<file path="config.mk">
export PLATFORM = sky130hd
export DESIGN_NAME = uart_rx_fifo
export DESIGN_NICKNAME = d
export VERILOG_FILES = /design/src/rtl/uart_rx_fifo_pkg.sv /design/src/rtl/uart_rx_fifo_sync_fifo.sv /design/src/rtl/uart_rx_fifo.sv
export SDC_FILE = /design/constraint.sdc
export NUM_CORES = 1
export LEC_CHECK = 0
export ABC_AREA = 1
export BUFFER_PORTS_ARGS = -buffer_cell sky130_fd_sc_hd__buf_2
export CORE_ASPECT_RATIO = 1.5
export CORE_MARGIN = 2
export CORE_UTILIZATION = 55
export CTS_CLUSTER_DIAMETER = 80
export CTS_CLUSTER_SIZE = 28
export DETAILED_ROUTE_END_ITERATION = 10
export HOLD_SLACK_MARGIN = 0.12
export PLACE_DENSITY = 0.68
export SLEW_MARGIN = 20
export SYNTH_ARGS = -nofsm -noshare
export SYNTH_HDL_FRONTEND = slang
export SYNTH_SLANG_ARGS = --single-unit
</file>
<file path="constraint.sdc">
create_clock -name clk -period 6.36 [get_ports clk]
set_input_delay 0.636 -clock clk [delete_from_list [all_inputs] [get_ports clk]]
set_output_delay 0.636 -clock clk [all_outputs]
set_load 0.01 [all_outputs]
</file>
<file path="src/rtl/uart_rx_fifo_pkg.sv">
// Shared types and constants for the UART receive path.
package uart_pkg;

    typedef enum logic [2:0] {
        IDLE,
        START,
        DATA,
        STOP,
        WAIT_HIGH
    } rx_state_t;

    localparam int DEFAULT_CLKS_PER_BIT = 4167;
    localparam int UART_DATA_BITS       = 8;

endpackage

</file>
<file path="src/rtl/uart_rx_fifo_sync_fifo.sv">
// Single-clock show-ahead FIFO; a push while full is accepted only when a pop
// frees an entry in the same cycle.
module sync_fifo #(
    parameter int WIDTH = 8,
    parameter int DEPTH = 8
) (
    input  logic                       clk,
    input  logic                       rst_n,
    input  logic                       push,
    input  logic [WIDTH-1:0]           wdata,
    input  logic                       pop,
    output logic [WIDTH-1:0]           rdata,
    output logic                       full,
    output logic                       empty,
    output logic [$clog2(DEPTH):0]     count
);

    localparam int AW = $clog2(DEPTH);
    localparam int CW = AW + 1;

    logic [WIDTH-1:0] mem [DEPTH];
    logic [AW-1:0]    wr_ptr;
    logic [AW-1:0]    rd_ptr;
    logic [CW-1:0]    cnt_q;
    logic             do_push;
    logic             do_pop;

    assign empty   = (cnt_q == '0);
    assign full    = (cnt_q == CW'(DEPTH));
    assign do_pop  = pop & ~empty;
    assign do_push = push & (~full | do_pop);
    assign count   = cnt_q;
    assign rdata   = empty ? '0 : mem[rd_ptr];

    always_ff @(posedge clk) begin
        if (do_push) begin
            mem[wr_ptr] <= wdata;
        end
    end

    // Pointer width equals log2(DEPTH), so wrap-around is the natural overflow.
    always_ff @(posedge clk or negedge rst_n) begin
        if (!rst_n) begin
            wr_ptr <= '0;
            rd_ptr <= '0;
            cnt_q  <= '0;
        end else begin
            if (do_push) begin
                wr_ptr <= wr_ptr + 1'b1;
            end
            if (do_pop) begin
                rd_ptr <= rd_ptr + 1'b1;
            end
            case ({do_push, do_pop})
                2'b10:   cnt_q <= cnt_q + 1'b1;
                2'b01:   cnt_q <= cnt_q - 1'b1;
                default: cnt_q <= cnt_q;
            endcase
        end
    end

endmodule

</file>
<file path="src/rtl/uart_rx_fifo.sv">
// 8N1 UART receiver feeding a show-ahead byte FIFO, with sticky framing and
// overrun flags and a level interrupt.
module uart_rx_fifo
    import uart_pkg::*;
#(
    parameter int CLKS_PER_BIT = DEFAULT_CLKS_PER_BIT,
    parameter int FIFO_DEPTH   = 8,
    parameter int IRQ_LEVEL    = 1
) (
    input  logic                          clk,
    input  logic                          rst_n,
    input  logic                          rx_i,
    output logic [7:0]                    m_data,
    output logic                          m_valid,
    input  logic                          m_ready,
    output logic [$clog2(FIFO_DEPTH):0]   count,
    output logic                          frame_err,
    output logic                          overrun,
    input  logic                          clear_i,
    output logic                          irq,
    output logic                          busy
);

    localparam int CW = $clog2(FIFO_DEPTH) + 1;
    localparam logic [15:0]   HALF_BIT = 16'(CLKS_PER_BIT / 2 - 1);
    localparam logic [15:0]   FULL_BIT = 16'(CLKS_PER_BIT - 1);
    localparam logic [2:0]    LAST_BIT = 3'(UART_DATA_BITS - 1);
    localparam logic [CW-1:0] IRQ_THR  = CW'(IRQ_LEVEL);

    rx_state_t   state_q, state_d;
    logic [15:0] cnt_q, cnt_d;
    logic [2:0]  bit_q, bit_d;
    logic [7:0]  shift_q, shift_d;
    logic        rx_meta, rx_sync, rx_d;
    logic        push_byte;
    logic        frame_set;
    logic        fifo_full;
    logic        fifo_empty;
    logic        overrun_set;

    // Synchronizer and edge-detect history preset to the idle line level.
    always_ff @(posedge clk or negedge rst_n) begin
        if (!rst_n) begin
            rx_meta <= 1'b1;
            rx_sync <= 1'b1;
            rx_d    <= 1'b1;
        end else begin
            rx_meta <= rx_i;
            rx_sync <= rx_meta;
            rx_d    <= rx_sync;
        end
    end

    always_ff @(posedge clk or negedge rst_n) begin
        if (!rst_n) begin
            state_q <= IDLE;
            cnt_q   <= '0;
            bit_q   <= '0;
            shift_q <= '0;
        end else begin
            state_q <= state_d;
            cnt_q   <= cnt_d;
            bit_q   <= bit_d;
            shift_q <= shift_d;
        end
    end

    // The baud counter restarts from zero on every state change.
    always_comb begin
        state_d   = state_q;
        cnt_d     = cnt_q + 16'd1;
        bit_d     = bit_q;
        shift_d   = shift_q;
        push_byte = 1'b0;
        frame_set = 1'b0;
        case (state_q)
            IDLE: begin
                cnt_d = '0;
                if (rx_d && !rx_sync) begin
                    state_d = START;
                end
            end
            START: begin
                if (cnt_q == HALF_BIT) begin
                    cnt_d   = '0;
                    bit_d   = '0;
                    state_d = rx_sync ? IDLE : DATA;
                end
            end
            DATA: begin
                if (cnt_q == FULL_BIT) begin
                    cnt_d   = '0;
                    shift_d = {rx_sync, shift_q[7:1]};
                    bit_d   = bit_q + 3'd1;
                    if (bit_q == LAST_BIT) begin
                        state_d = STOP;
                    end
                end
            end
            STOP: begin
                if (cnt_q == FULL_BIT) begin
                    cnt_d = '0;
                    if (rx_sync) begin
                        push_byte = 1'b1;
                        state_d   = IDLE;
                    end else begin
                        frame_set = 1'b1;
                        state_d   = WAIT_HIGH;
                    end
                end
            end
            WAIT_HIGH: begin
                cnt_d = '0;
                if (rx_sync) begin
                    state_d = IDLE;
                end
            end
            default: begin
                cnt_d   = '0;
                state_d = IDLE;
            end
        endcase
    end

    // Consumer handshake: the head byte on m_data transfers on any rising clock
    // edge where m_valid && m_ready; m_data is stable while m_valid waits.
    sync_fifo #(
        .WIDTH (8),
        .DEPTH (FIFO_DEPTH)
    ) u_fifo (
        .clk   (clk),
        .rst_n (rst_n),
        .push  (push_byte),
        .wdata (shift_q),
        .pop   (m_ready),
        .rdata (m_data),
        .full  (fifo_full),
        .empty (fifo_empty),
        .count (count)
    );

    assign m_valid     = ~fifo_empty;
    assign overrun_set = push_byte & fifo_full & ~(m_valid & m_ready);

    // A new error event in the same cycle as clear_i keeps the flag set.
    always_ff @(posedge clk or negedge rst_n) begin
        if (!rst_n) begin
            frame_err <= 1'b0;
            overrun   <= 1'b0;
        end else begin
            frame_err <= (frame_err & ~clear_i) | frame_set;
            overrun   <= (overrun & ~clear_i) | overrun_set;
        end
    end

    assign irq  = (count >= IRQ_THR) | overrun;
    assign busy = (state_q != IDLE);

endmodule
</file>
==> impl_results.md <==
* # hold bufs at CTS at 0
* Mean post-synth cell area at 9.97 µm²
* DRC at 0
* Leakage at roughly 2.3 nW
* Top cells by area, synth: edfxtp_1 39%, dfrtp_1 21%, nor2_1 8.8%, nand2_1 5.9%, o21ai_0 5.9%
* Crit Reg-Reg Startpoint: cnt_q[0]$_DFF_PN0_
* Fin crit share at 0.556
* Via count at 3314
* Synthesized instance count at 495
* Die Ht at 120 µm
* Max Clk Rate at 0.283 GHz
* Mapped Area at approximately 4900 µm²
* Critical path data required time at 5720 ps
* Critical Path Start: u_fifo.rd_ptr[0]$_DFFE_PN0P_
* HP Class: in -> async
* Pin count of the biggest net entering global routing at 46
* Chip width at 81.3 µm
* CP endpoint kind: output port
* Syn Nets at slightly above 500
* Yosys warns at 0
* Total Routing Usage GR at 0.224
* Library cells used by synthesis at 36
* Layout cell share with drive strength beyond 1 at 0.116
* Status: complete, no violations
* Setup violators final at 0
* CTS tree: built
* Post-synth EDFFs at 64
* Count leader, synth: nor2_1
* Postcts setup bufs at 0
* Total CTS buffers at 9
* Reg2reg end: u_fifo.mem[6][2]$_DFFE_PP_
* Startpoint types: flip-flop
* Final Util at 0.614
* Total negative slack at 0 ps
* Pins Over Slew Limit at 0
* Crit path DAT at 2900 ps
* Antenna diodes at 0
* Most instantiated cells after synthesis: 116 x nor2_1, 78 x nand2_1, 64 x edfxtp_1, 58 x o21ai_0, 42 x dfrtp_1
* Synth Flop Type: edfxtp_1
* Clk_skew at 7.71 ps
* Maximum vdd drop at 0.196 mV
* DRT Wirelength at 9700 µm
* Post-synth ARST share at 0.413
* Placer Congestion at slightly below 0.9
* Register-to-register setup slack at about 4000 ps
* Area of the die at 9760 µm²
* Relative slew margins at 0.323
* Clk root buf: clkbuf_16
* Worst setup endpoint: m_data[0]
* Final nets at between 500 and 600
* DP HPWL at about 7000 µm
* CP Class: reg -> out
* First-pass GRT wire length at 16200 µm
* Rows at between 40 and 50
* Number of port buffers at 21
* RSZ-0062 raised after global routing: no
* H-tree Lvls at 3
* Post-synth top area cell: edfxtp_1
* Max Cap Viol at 0
* CTS clk-pin slew, worst paths at 70 ps
* Initial DRC count at 237
* DR WL/cell at between 15 and 20 µm
* Fillers at 738
* Number of vias per cell at 5.27
* CTS resizes at 0
* Vias in the first global route at approximately 3200
* Min Tclk post-route at 3540 ps
* Crit Path Max Fanout at 35
* Worst skew pair latency at 340 ps
* Initial antenna violation count at 0
* Starting Density at 0.562
* Synth Register Bits at 109
* Clk buf depth at 2
* Detail Route Antenna Nets at 0
* Total gr overflow at 0
* Worst Max-Slew Pin Slew at 1020 ps
* Synthesis-to-finish area growth at 9.23%
* Core area at 8780 µm²
* Yosys top cell area share at 0.390
* Clock sinks at about 110
* Io pins at 22
* Worst reg2reg path depth at 8
* Drt first pass iters at 5
* Pwr dens at 364 nW/µm²
* Final hold violations at 0
* Sequential area share after synthesis at 0.619
## logic make-up after synthesis
kind of cell,Yosys count,synth area share
buffers and inverters,53,0.0439
adder cells (fa/ha/maj),10,0.0254
AO/OA/AOI/OAI,75,0.0837
multiplexers,1,0.00228
XOR/XNOR,12,0.0213
flip-flops,109,0.619
AND/OR/NAND/NOR,235,0.205
## state kept, by name (all words and copies together) (netlist names)
register / cells
shift_q: 8
state_q: 3
u_fifo.rd_ptr: 3
u_fifo.wr_ptr: 3
bit_q: 3
overrun: 1
u_fifo.count: 4
frame_err: 1
rx_d: 1
cnt_q: 16
rx_meta: 1
rx_sync: 1
u_fifo.mem: 64
## worst max-delay path, cell delays in order (launching register included)
cell and delay, ps:
dfrtp_1 1010, inv_1 700, o21ai_0 330, o21ai_0 140
o21ai_0 170, nor2_1 60, buf_2 130
## how the worst min path moves through the flow
| stage | cells past startpoint | to | start |
|---|---|---|---|
| final | 1 | u_fifo.count[2]$_DFFE_PN0P_ | rst_n |
| after global routing | 1 | u_fifo.count[2]$_DFFE_PN0P_ | rst_n |
| after CTS | 0 | rx_sync$_DFF_PN1_ | rx_meta$_DFF_PN1_ |
| after detailed placement | 0 | rx_sync$_DFF_PN1_ | rx_meta$_DFF_PN1_ |
| after global placement | 0 | rx_sync$_DFF_PN1_ | rx_meta$_DFF_PN1_ |
| after floorplan | 0 | bit_q[0]$_DFFE_PN0P_ | rst_n |
## layout make-up
cell class              instances  area (µm²)  share of cell area
repair buffers                 21         108              0.0200
clock inverters                 6        47.5             0.00882
well taps                     110         138              0.0255
inverters                      40         150              0.0279
flip-flops and latches        109        3050               0.566
clock buffers                  10         229              0.0425
multi-input cells             333        1670               0.309
## layer usage
| metal | vias to the layer above | track usage | wire length (µm) |
|---|---|---|---|
| li1 | 1690 | - | - |
| met1 | 1556 | 0.274 | 3940 |
| met2 | 58 | 0.392 | 5380 |
| met3 | 10 | 0.0391 | 242 |
| met4 | 0 | 0.0742 | 131 |
| met5 | - | 0 | 0 |
## report_power, final
group | leakage (nW) | switching (mW) | internal [mW]
combinational | 0.841 | 0.344 | 0.226
clock | 0.132 | 0.247 | 0.270
sequential | 1.34 | 0.0964 | 0.779
total | 2.32 | 0.687 | 1.27
## cells in the final DEF (no fill, tap or decap), drive strengths merged
cell type	netlist	final
a21oi	5	5
a31oi	1	1
buf	7	21
clkbuf	6	10
clkinv	0	2
clkinvlp	0	2
dfrtp	42	42
dfstp	3	3
edfxtp	64	64
ha	10	10
inv	40	42
mux2	1	1
nand2	82	82
nand3	12	12
nand3b	2	2
nand4	6	6
nor2	120	120
nor3	9	9
nor3b	1	1
o21ai	59	59
o22ai	2	2
o32ai	8	8
or2	3	3
xnor2	3	3
xor2	9	9
## per-stage QoR
step	power, mW	cells	setup slack (ps)	hold slack, ps	instance area, µm²
after global placement	1.45	613	3440	349	5110
after detailed placement	1.46	613	3220	350	5110
after floorplan	1.30	495	4320	340	4930
after CTS	1.98	629	2840	361	5390
after global routing	2.09	629	2530	328	5390
final	1.96	629	2820	286	5390
(Power assumes the default switching activity.)
